$ cat config.mk
export PLATFORM = sky130hd
export DESIGN_NAME = oai_mn_reg_bist_flat
export DESIGN_NICKNAME = d
export VERILOG_FILES = /design/src/rtl/oai_mn_reg_bist_if.sv /design/src/rtl/oai_mn_reg_bist.sv /design/src/flat_wrapper.sv
export SDC_FILE = /design/constraint.sdc
export NUM_CORES = 1
export LEC_CHECK = 0
export CORE_ASPECT_RATIO = 1.1
export CORE_MARGIN = 2
export CORE_UTILIZATION = 45
export DETAILED_ROUTE_END_ITERATION = 7
export DONT_BUFFER_PORTS = 1
export GPL_ROUTABILITY_DRIVEN = 0
export SLEW_MARGIN = 20
export SYNTH_ARGS = -nofsm -noshare
export SYNTH_HDL_FRONTEND = slang
export SYNTH_SLANG_ARGS = --single-unit
$ cat constraint.sdc
create_clock -name CLK -period 6.2 [get_ports CLK]
set_clock_uncertainty 0.2 [all_clocks]
set_input_delay 0.93 -clock CLK [delete_from_list [all_inputs] [get_ports CLK]]
set_output_delay 0.93 -clock CLK [all_outputs]
set_load 0.02 [all_outputs]
$ cat src/rtl/oai_mn_reg_bist_if.sv
// Bus bundle for oai_mn_reg_bist: functional inputs, BIST controls and status.
interface oai_mn_reg_bist_if #(
  parameter int NA  = 3,
  parameter int NB  = 2,
  parameter int NCH = 4
);
  logic                  EN;
  logic [NCH*NA-1:0]     A;
  logic [NCH*NB-1:0]     B;
  logic                  START;
  logic [NCH-1:0]        FI;
  logic [NCH-1:0]        ZN;
  logic                  BUSY;
  logic                  DONE;
  logic                  PASS;
  logic [NCH-1:0]        FAIL;
  logic [NA+NB:0]        ZCNT;

  modport master (
    output EN, A, B, START, FI,
    input  ZN, BUSY, DONE, PASS, FAIL, ZCNT
  );

  modport slave (
    input  EN, A, B, START, FI,
    output ZN, BUSY, DONE, PASS, FAIL, ZCNT
  );
endinterface

$ cat src/rtl/oai_mn_reg_bist.sv
// Multi-channel registered OR-AND-INVERT with a built-in exhaustive self-test.
// Each channel: ZN = ~((|A_c) & (|B_c)). The BIST sweeps all 2^(NA+NB)
// vectors through every channel and compares the captured output against a
// golden value registered alongside it.
module oai_mn_reg_bist #(
  parameter int NA  = 3,
  parameter int NB  = 2,
  parameter int NCH = 4
) (
  input  logic            CLK,
  input  logic            RST,
  oai_mn_reg_bist_if.slave bus
);

  localparam int unsigned VW     = NA + NB + 1;
  localparam int unsigned N      = 1 << (NA + NB);
  localparam logic [VW-1:0] V_LAST = VW'(N - 1);

  typedef enum logic [1:0] {
    S_IDLE,
    S_SWEEP,
    S_FLUSH,
    S_DONE
  } state_t;

  state_t            state, state_nx;
  logic [VW-1:0]     v;
  logic [NCH-1:0]    zn_q;
  logic [NCH-1:0]    fail_q;
  logic              pass_q;
  logic              e_q;
  logic [VW-1:0]     zcnt_q;

  logic [NA-1:0]     a_mux [NCH];
  logic [NB-1:0]     b_mux [NCH];
  logic [NCH-1:0]    oai_c;
  logic              golden;
  logic [NCH-1:0]    cmp;

  // Channel input mux (BIST vector during SWEEP) and per-channel OAI evaluation.
  always_comb begin
    oai_c  = '1;
    golden = ~((|v[NA-1:0]) & (|v[NA+NB-1:NA]));
    cmp    = zn_q ^ {NCH{e_q}};
    for (int unsigned c = 0; c < NCH; c++) begin
      if (state == S_SWEEP) begin
        a_mux[c] = v[NA-1:0];
        b_mux[c] = v[NA+NB-1:NA];
      end else begin
        a_mux[c] = bus.A[c*NA +: NA];
        b_mux[c] = bus.B[c*NB +: NB];
      end
      oai_c[c] = ~((|a_mux[c]) & (|b_mux[c]));
    end
  end

  // State register.
  always_ff @(posedge CLK) begin
    if (RST) state <= S_IDLE;
    else     state <= state_nx;
  end

  // Next-state logic: START only honoured in IDLE; sweep ends on the last vector.
  always_comb begin
    state_nx = state;
    unique case (state)
      S_IDLE:  if (bus.START) state_nx = S_SWEEP;
      S_SWEEP: if (v == V_LAST) state_nx = S_FLUSH;
      S_FLUSH: state_nx = S_DONE;
      S_DONE:  state_nx = S_IDLE;
      default: state_nx = S_IDLE;
    endcase
  end

  // Datapath: functional capture, BIST capture/compare, result registers.
  always_ff @(posedge CLK) begin
    if (RST) begin
      zn_q   <= '1;
      v      <= '0;
      fail_q <= '0;
      pass_q <= 1'b0;
      e_q    <= 1'b0;
      zcnt_q <= '0;
    end else begin
      unique case (state)
        S_IDLE: begin
          if (bus.EN) zn_q <= oai_c;
          if (bus.START) begin
            v      <= '0;
            fail_q <= '0;
            pass_q <= 1'b0;
            zcnt_q <= '0;
          end
        end
        S_SWEEP: begin
          zn_q <= oai_c ^ bus.FI;
          e_q  <= golden;
          // First SWEEP cycle has nothing captured yet to compare.
          if (v != '0) fail_q <= fail_q | cmp;
          if (!golden) zcnt_q <= zcnt_q + VW'(1);
          v <= v + VW'(1);
        end
        S_FLUSH: begin
          // Verdict is registered here so PASS is already valid while DONE is high.
          fail_q <= fail_q | cmp;
          pass_q <= ~|(fail_q | cmp);
        end
        default: ;
      endcase
    end
  end

  // Status decode and output drive.
  always_comb begin
    bus.ZN   = zn_q;
    bus.BUSY = (state == S_SWEEP) || (state == S_FLUSH);
    bus.DONE = (state == S_DONE);
    bus.PASS = pass_q;
    bus.FAIL = fail_q;
    bus.ZCNT = zcnt_q;
  end

endmodule

$ cat src/flat_wrapper.sv
// flat-port wrapper written by rule: the top's interface ports become plain ports
module oai_mn_reg_bist_flat 
#(
  parameter int NA  = 3,
  parameter int NB  = 2,
  parameter int NCH = 4
)
  (CLK, RST, bus_EN, bus_A, bus_B, bus_START, bus_FI, bus_ZN, bus_BUSY, bus_DONE, bus_PASS, bus_FAIL, bus_ZCNT);
  oai_mn_reg_bist_if #(.NA(NA), .NB(NB), .NCH(NCH)) bus_i ();
  input  logic CLK;
  input  logic RST;
  input wire logic [$bits(bus_i.EN)-1:0] bus_EN;
  input wire logic [$bits(bus_i.A)-1:0] bus_A;
  input wire logic [$bits(bus_i.B)-1:0] bus_B;
  input wire logic [$bits(bus_i.START)-1:0] bus_START;
  input wire logic [$bits(bus_i.FI)-1:0] bus_FI;
  output wire logic [$bits(bus_i.ZN)-1:0] bus_ZN;
  output wire logic [$bits(bus_i.BUSY)-1:0] bus_BUSY;
  output wire logic [$bits(bus_i.DONE)-1:0] bus_DONE;
  output wire logic [$bits(bus_i.PASS)-1:0] bus_PASS;
  output wire logic [$bits(bus_i.FAIL)-1:0] bus_FAIL;
  output wire logic [$bits(bus_i.ZCNT)-1:0] bus_ZCNT;
  assign bus_i.EN = bus_EN;
  assign bus_i.A = bus_A;
  assign bus_i.B = bus_B;
  assign bus_i.START = bus_START;
  assign bus_i.FI = bus_FI;
  assign bus_ZN = bus_i.ZN;
  assign bus_BUSY = bus_i.BUSY;
  assign bus_DONE = bus_i.DONE;
  assign bus_PASS = bus_i.PASS;
  assign bus_FAIL = bus_i.FAIL;
  assign bus_ZCNT = bus_i.ZCNT;
  oai_mn_reg_bist #(.NA(NA), .NB(NB), .NCH(NCH)) u_core (.CLK(CLK), .RST(RST), .bus(bus_i));
endmodule
### Yosys cells after proc, flatten, opt, wreduce, memory -nomap -nowiden

Cells that the tools add are included.

* register bits after elaboration: 24
* input port bits: 28
* output and inout port bits: 17
* logic and storage cells: 77

* equal/unequal tests: 9
* bitwise operators: 13
* mux-type cells: 22
* add/sub/neg operators: 2
* reduce and logical (&&, ||, !) cells: 24

Operators by type and width (count)
* $pmux W6 S2: 2
* $reduce_or A3 Y1: 5
* $add A6 B1 Y6 const B: 2
* $mux W2: 6
* $mux W3: 4
* $mux W4: 3
* $mux W6: 2
* $pmux W4 S3: 1
* $reduce_or A2 Y1: 5
* $ne A2 B2 Y1 const B: 4
* $pmux W2 S4: 1
* $pmux W4 S2: 1
* $reduce_and A2 Y1: 4
* $xor A4 B4 Y4: 2
* $eq A6 B5 Y1 const B: 1
* $reduce_and A3 Y1: 2
* $reduce_bool A6 Y1: 1
* $and A1 B1 Y1: 5
* $not A1 Y1: 5
* $eq A2 B2 Y1 const B: 2
* $or A4 B4 Y4: 1
* $reduce_bool A2 Y1: 2
* $reduce_or A4 Y1: 1
* $reduce_bool A3 Y1: 1
* other kinds (7): 7

### Depth between registers and ports, before layout

* depth in word-level cells: 7
* mapped depth: 8
* mapped depth without buffers: 6

### Least setup slack after synthesis

OpenSTA, ideal clock, no wires.

* path type: input-to-reg
* from: input bus_START
* to: register u_core.zcnt_q[5] (netlist: u_core.bus.ZCNT[5])
* setup slack: 4.103 ns
* required time: 5.929 ns
* library setup time: 0.071 ns
* stages: 4
* buffers on the path: 0
* arrival: 1.826 ns
* cells stage by stage: mux2_4 > nand4_4 > or4_1 > a21oi_1

* cells in the longest elaborated chain, start to end: 2

Ends and longest elaborated chain
* start: declaration: RTL line flat_wrapper.sv:15 `input wire logic [$bits(bus_i.START)-1:0] bus_START;`
* $ne A2 B2 Y1 (no source line)
* $reduce_and A3 Y1 (no source line)
* end signal: assignment: RTL line oai_mn_reg_bist.sv:100 `if (!golden) zcnt_q <= zcnt_q + VW'(1);`
* end: declaration: RTL line oai_mn_reg_bist.sv:32 `logic [VW-1:0] zcnt_q;`

Every way passes these cells.
A chain may end at the register's enable or synchronous reset.

### Final worst setup path

* from: register u_core.state[1]
* to: register u_core.zcnt_q[5] (netlist: u_core.bus.ZCNT[5])

* cells in the longest elaborated chain, start to end: 3
* elaborated cells on any way between the ends: 7
* classes of those cells: eq/ne (3); mux (1); reduce/logical (3)

Ends and longest elaborated chain
* start: declaration: RTL line oai_mn_reg_bist.sv:26 `state_t state, state_nx;`
* start signal: assignment: RTL line oai_mn_reg_bist.sv:60 `else state <= state_nx;`
* $eq A2 B1 Y1 or $logic_not A2 Y1 (tied branches): RTL line oai_mn_reg_bist.sv:85 `unique case (state)`
* $ne A2 B1 Y1 (no source line) (tied with other cells)
* $reduce_and A3 Y1 (no source line)

Parallel ways exist; a longest one is shown, timed or not.

==> flow_summary.ini <==
[outcome]
status = complete, no violations

[placed_design]
dp_worst_setup_slack_ns = 3.65
io_buffers = 0
dpl.hpwl_um = 2150

[critical_path]
startpoint = u_core.state[1]
worstSetupPathType = reg -> reg
rrSetupSlack_ns = 3.62
r2r_start = u_core.state[1]
path_max_fanout = 29
reg2regPathDepth = 6
start_kind = register
crit_path_end_kind = register
cp_data_arrival_time_ns = 2.64
critPathRequiredTime_ns = 6.26
cp-endpoint = u_core.bus.ZCNT[5]
timing.rr.end = u_core.bus.ZCNT[5]

[clock_tree]
cts.sinks = 24
clk_pin_slew_ns = 0.14
cts_hold_buffers = 0
tritoncts = done
cts_setup_buffers = 0
numCtsBuffers = 3
cts_resized = 0
clock_latency_ns = 0.32
cts-htree-levels = 1
cts_root_buf = clkbuf_4
cts_max_path_buffers = 2

[power_and_ir_drop]
p_int_mw = 0.355
power.density_nw_per_um2 = 453
peakVddDrop_mv = 0.268
power.switching_mw = 0.281
power_frac_comb_pct = 42.1
clock_power_share_pct = 18.1
p_leak_nw = 0.503
power_frac_seq_pct = 39.7
swShare_pct = 44.2

[die]
pin_count = 45
die_w_um = 56.3
fp.dieH_um = 61.5
row_count = 20
dieArea_um2 = 3460
initial_core_util_pct = 47.9
core_area_um2 = 2830

[logic_synthesis]
synth_flop_cell = dfxtp_1
seq_area_frac_synth_pct = 35.5
yosysWarnings = 0
syn_nets = 199
syn_area_um2 = 1350
syn_avg_cell_area_um2 = 8.25
synth_edf_count = 0
syn_inst = 164
synth.distinct_cells = 35
async_flop_share_pct = 0
synth.ff_latch_count = 24

[sta]
hold_violations = 0
rsz0062_at_grt = false
fmax_ghz = 0.388
fin_crit_ns = 2.58
slew_violations = 0
max-slew-margin-rel_pct = 42.7
worst_slew_pin_slew_ns = 0.859
tns_ns = 0
setup_viol = 0
fin_crit_sh_pct = 41.6
setup_ws_ns = 3.62

[finish]
drive_gt1_share_pct = 4.38
syn_to_final_growth_pct = 3.79
nets = 196
n_antenna_cell = 0

[worst_hold_path]
hold_path.class = reg -> reg
worstHoldPathCells = 2

[routing]
ant_nets = 0
vias = 1187
via_per_inst = 6.15
drt_first_pass_iters = 4
drc = 0
wirelength_um = 2890
drtIter0Drc = 44
wire_per_inst_um = 15.0

[grt]
antenna_found_initial = 0
grt_pass1_vias = 1055
grt_overflow = 0
grt_start_max_net_pins = 30
track_usage_pct = 16.2
grt_pass1_wl_um = 4520

[run]
drv_cap = 0
-- layout make-up --
type / count / area, um^2
clock buffer: 3 / 22.5
fill: 286 / 1420
inverter: 7 / 26.3
clock inverter: 1 / 30.0
sequential: 24 / 480
tap: 33 / 41.3
multi-input combinational: 125 / 805
-- power by group through the flow --
stage | clock (mW) | combinational (mW) | sequential (mW)
detailed placement | 0 | 0.265 | 0.257
global route | 0.121 | 0.304 | 0.259
global placement | 0 | 0.259 | 0.255
CTS | 0.116 | 0.267 | 0.253
floorplan | 0 | 0.242 | 0.241
finish | 0.115 | 0.268 | 0.253
-- metal layers --
metal | global-route usage [%] | vias to the layer above | share of wire [%]
li1 | - | 595 | -
met1 | 19.9 | 542 | 45
met2 | 28.1 | 46 | 47
met3 | 3.99 | 4 | 7.1
met4 | 5.78 | 0 | 1.1
met5 | 0 | - | 0
-- kinds of logic (layout without fill, tap and decap cells) --
group | after synthesis | count (layout) | synth area share (%)
simple gates | 59 | 59 | 23.5
compound gates | 49 | 49 | 22.4
flops | 24 | 24 | 35.5
buf+inv | 15 | 11 | 5.08
fa+ha+maj | 7 | 7 | 6.47
xor+xnor | 7 | 7 | 4.53
mux | 3 | 3 | 2.59
-- state kept, by name, summed over array words and instances, names as in the netlist --
register / count
u_core.bus.ZCNT: 6
u_core.bus.ZN: 4
u_core.v: 6
u_core.bus.PASS: 1
u_core.e_q: 1
u_core.bus.FAIL: 4
u_core.state: 2
-- worst min-delay path by stage --
stage	startpoint	to	slack [ns]
2_1_floorplan	u_core.v[1]	u_core.v[1]	0.27
3_3_place_gp	u_core.v[1]	u_core.v[1]	0.28
3_5_place_dp	u_core.v[1]	u_core.v[1]	0.29
4_1_cts	u_core.v[1]	u_core.v[1]	0.31
5_1_grt	u_core.v[0]	u_core.v[0]	0.33
6_report	u_core.v[1]	u_core.v[1]	0.31
-- cells in the mapped netlist (6+ instances only) --
cell,count,share of area (%)
ha_1,7,6.5
nand3_1,6,2.2
xor2_1,7,4.5
dfxtp_1,24,35
inv_1,7,1.9
o311ai_0,8,5.2
o21ai_0,6,2.2
nand2_1,10,2.8
nor3_1,6,2.2
nor2_1,15,4.2
a21oi_1,25,9.2
-- placed cells by master (no fill, tap or decap), drive strengths merged, types with 5 or more instances in the layout --
master / instances
a21oi: 25
dfxtp: 24
ha: 7
inv: 7
nand2: 10
nand3: 6
nand4: 5
nor2: 15
nor3: 6
o21ai: 7
o311ai: 8
xor2: 7
-- through the flow --
stage / area [um^2] / hold slack, ns / power (mW) / instances / util, %
2_1_floorplan: 1350 / 0.270 / 0.483 / 164 / -
3_3_place_gp: 1350 / 0.279 / 0.514 / 189 / 47.8
3_5_place_dp: 1350 / 0.288 / 0.523 / 189 / 47.8
4_1_cts: 1410 / 0.306 / 0.637 / 193 / 49.7
5_1_grt: 1410 / 0.329 / 0.684 / 193 / 49.7
6_report: 1410 / 0.308 / 0.636 / 193 / 49.7
-- worst max-delay path, stage by stage (launching register included) --
cell and delay [ns]:
dfxtp_1 0.36, inv_1 0.10, ha_1 0.73, mux2_4 0.37, nand4_4 0.12, or4_1 0.49, a21oi_1 0.15
Note: power is estimated with default switching activity, not from simulation.
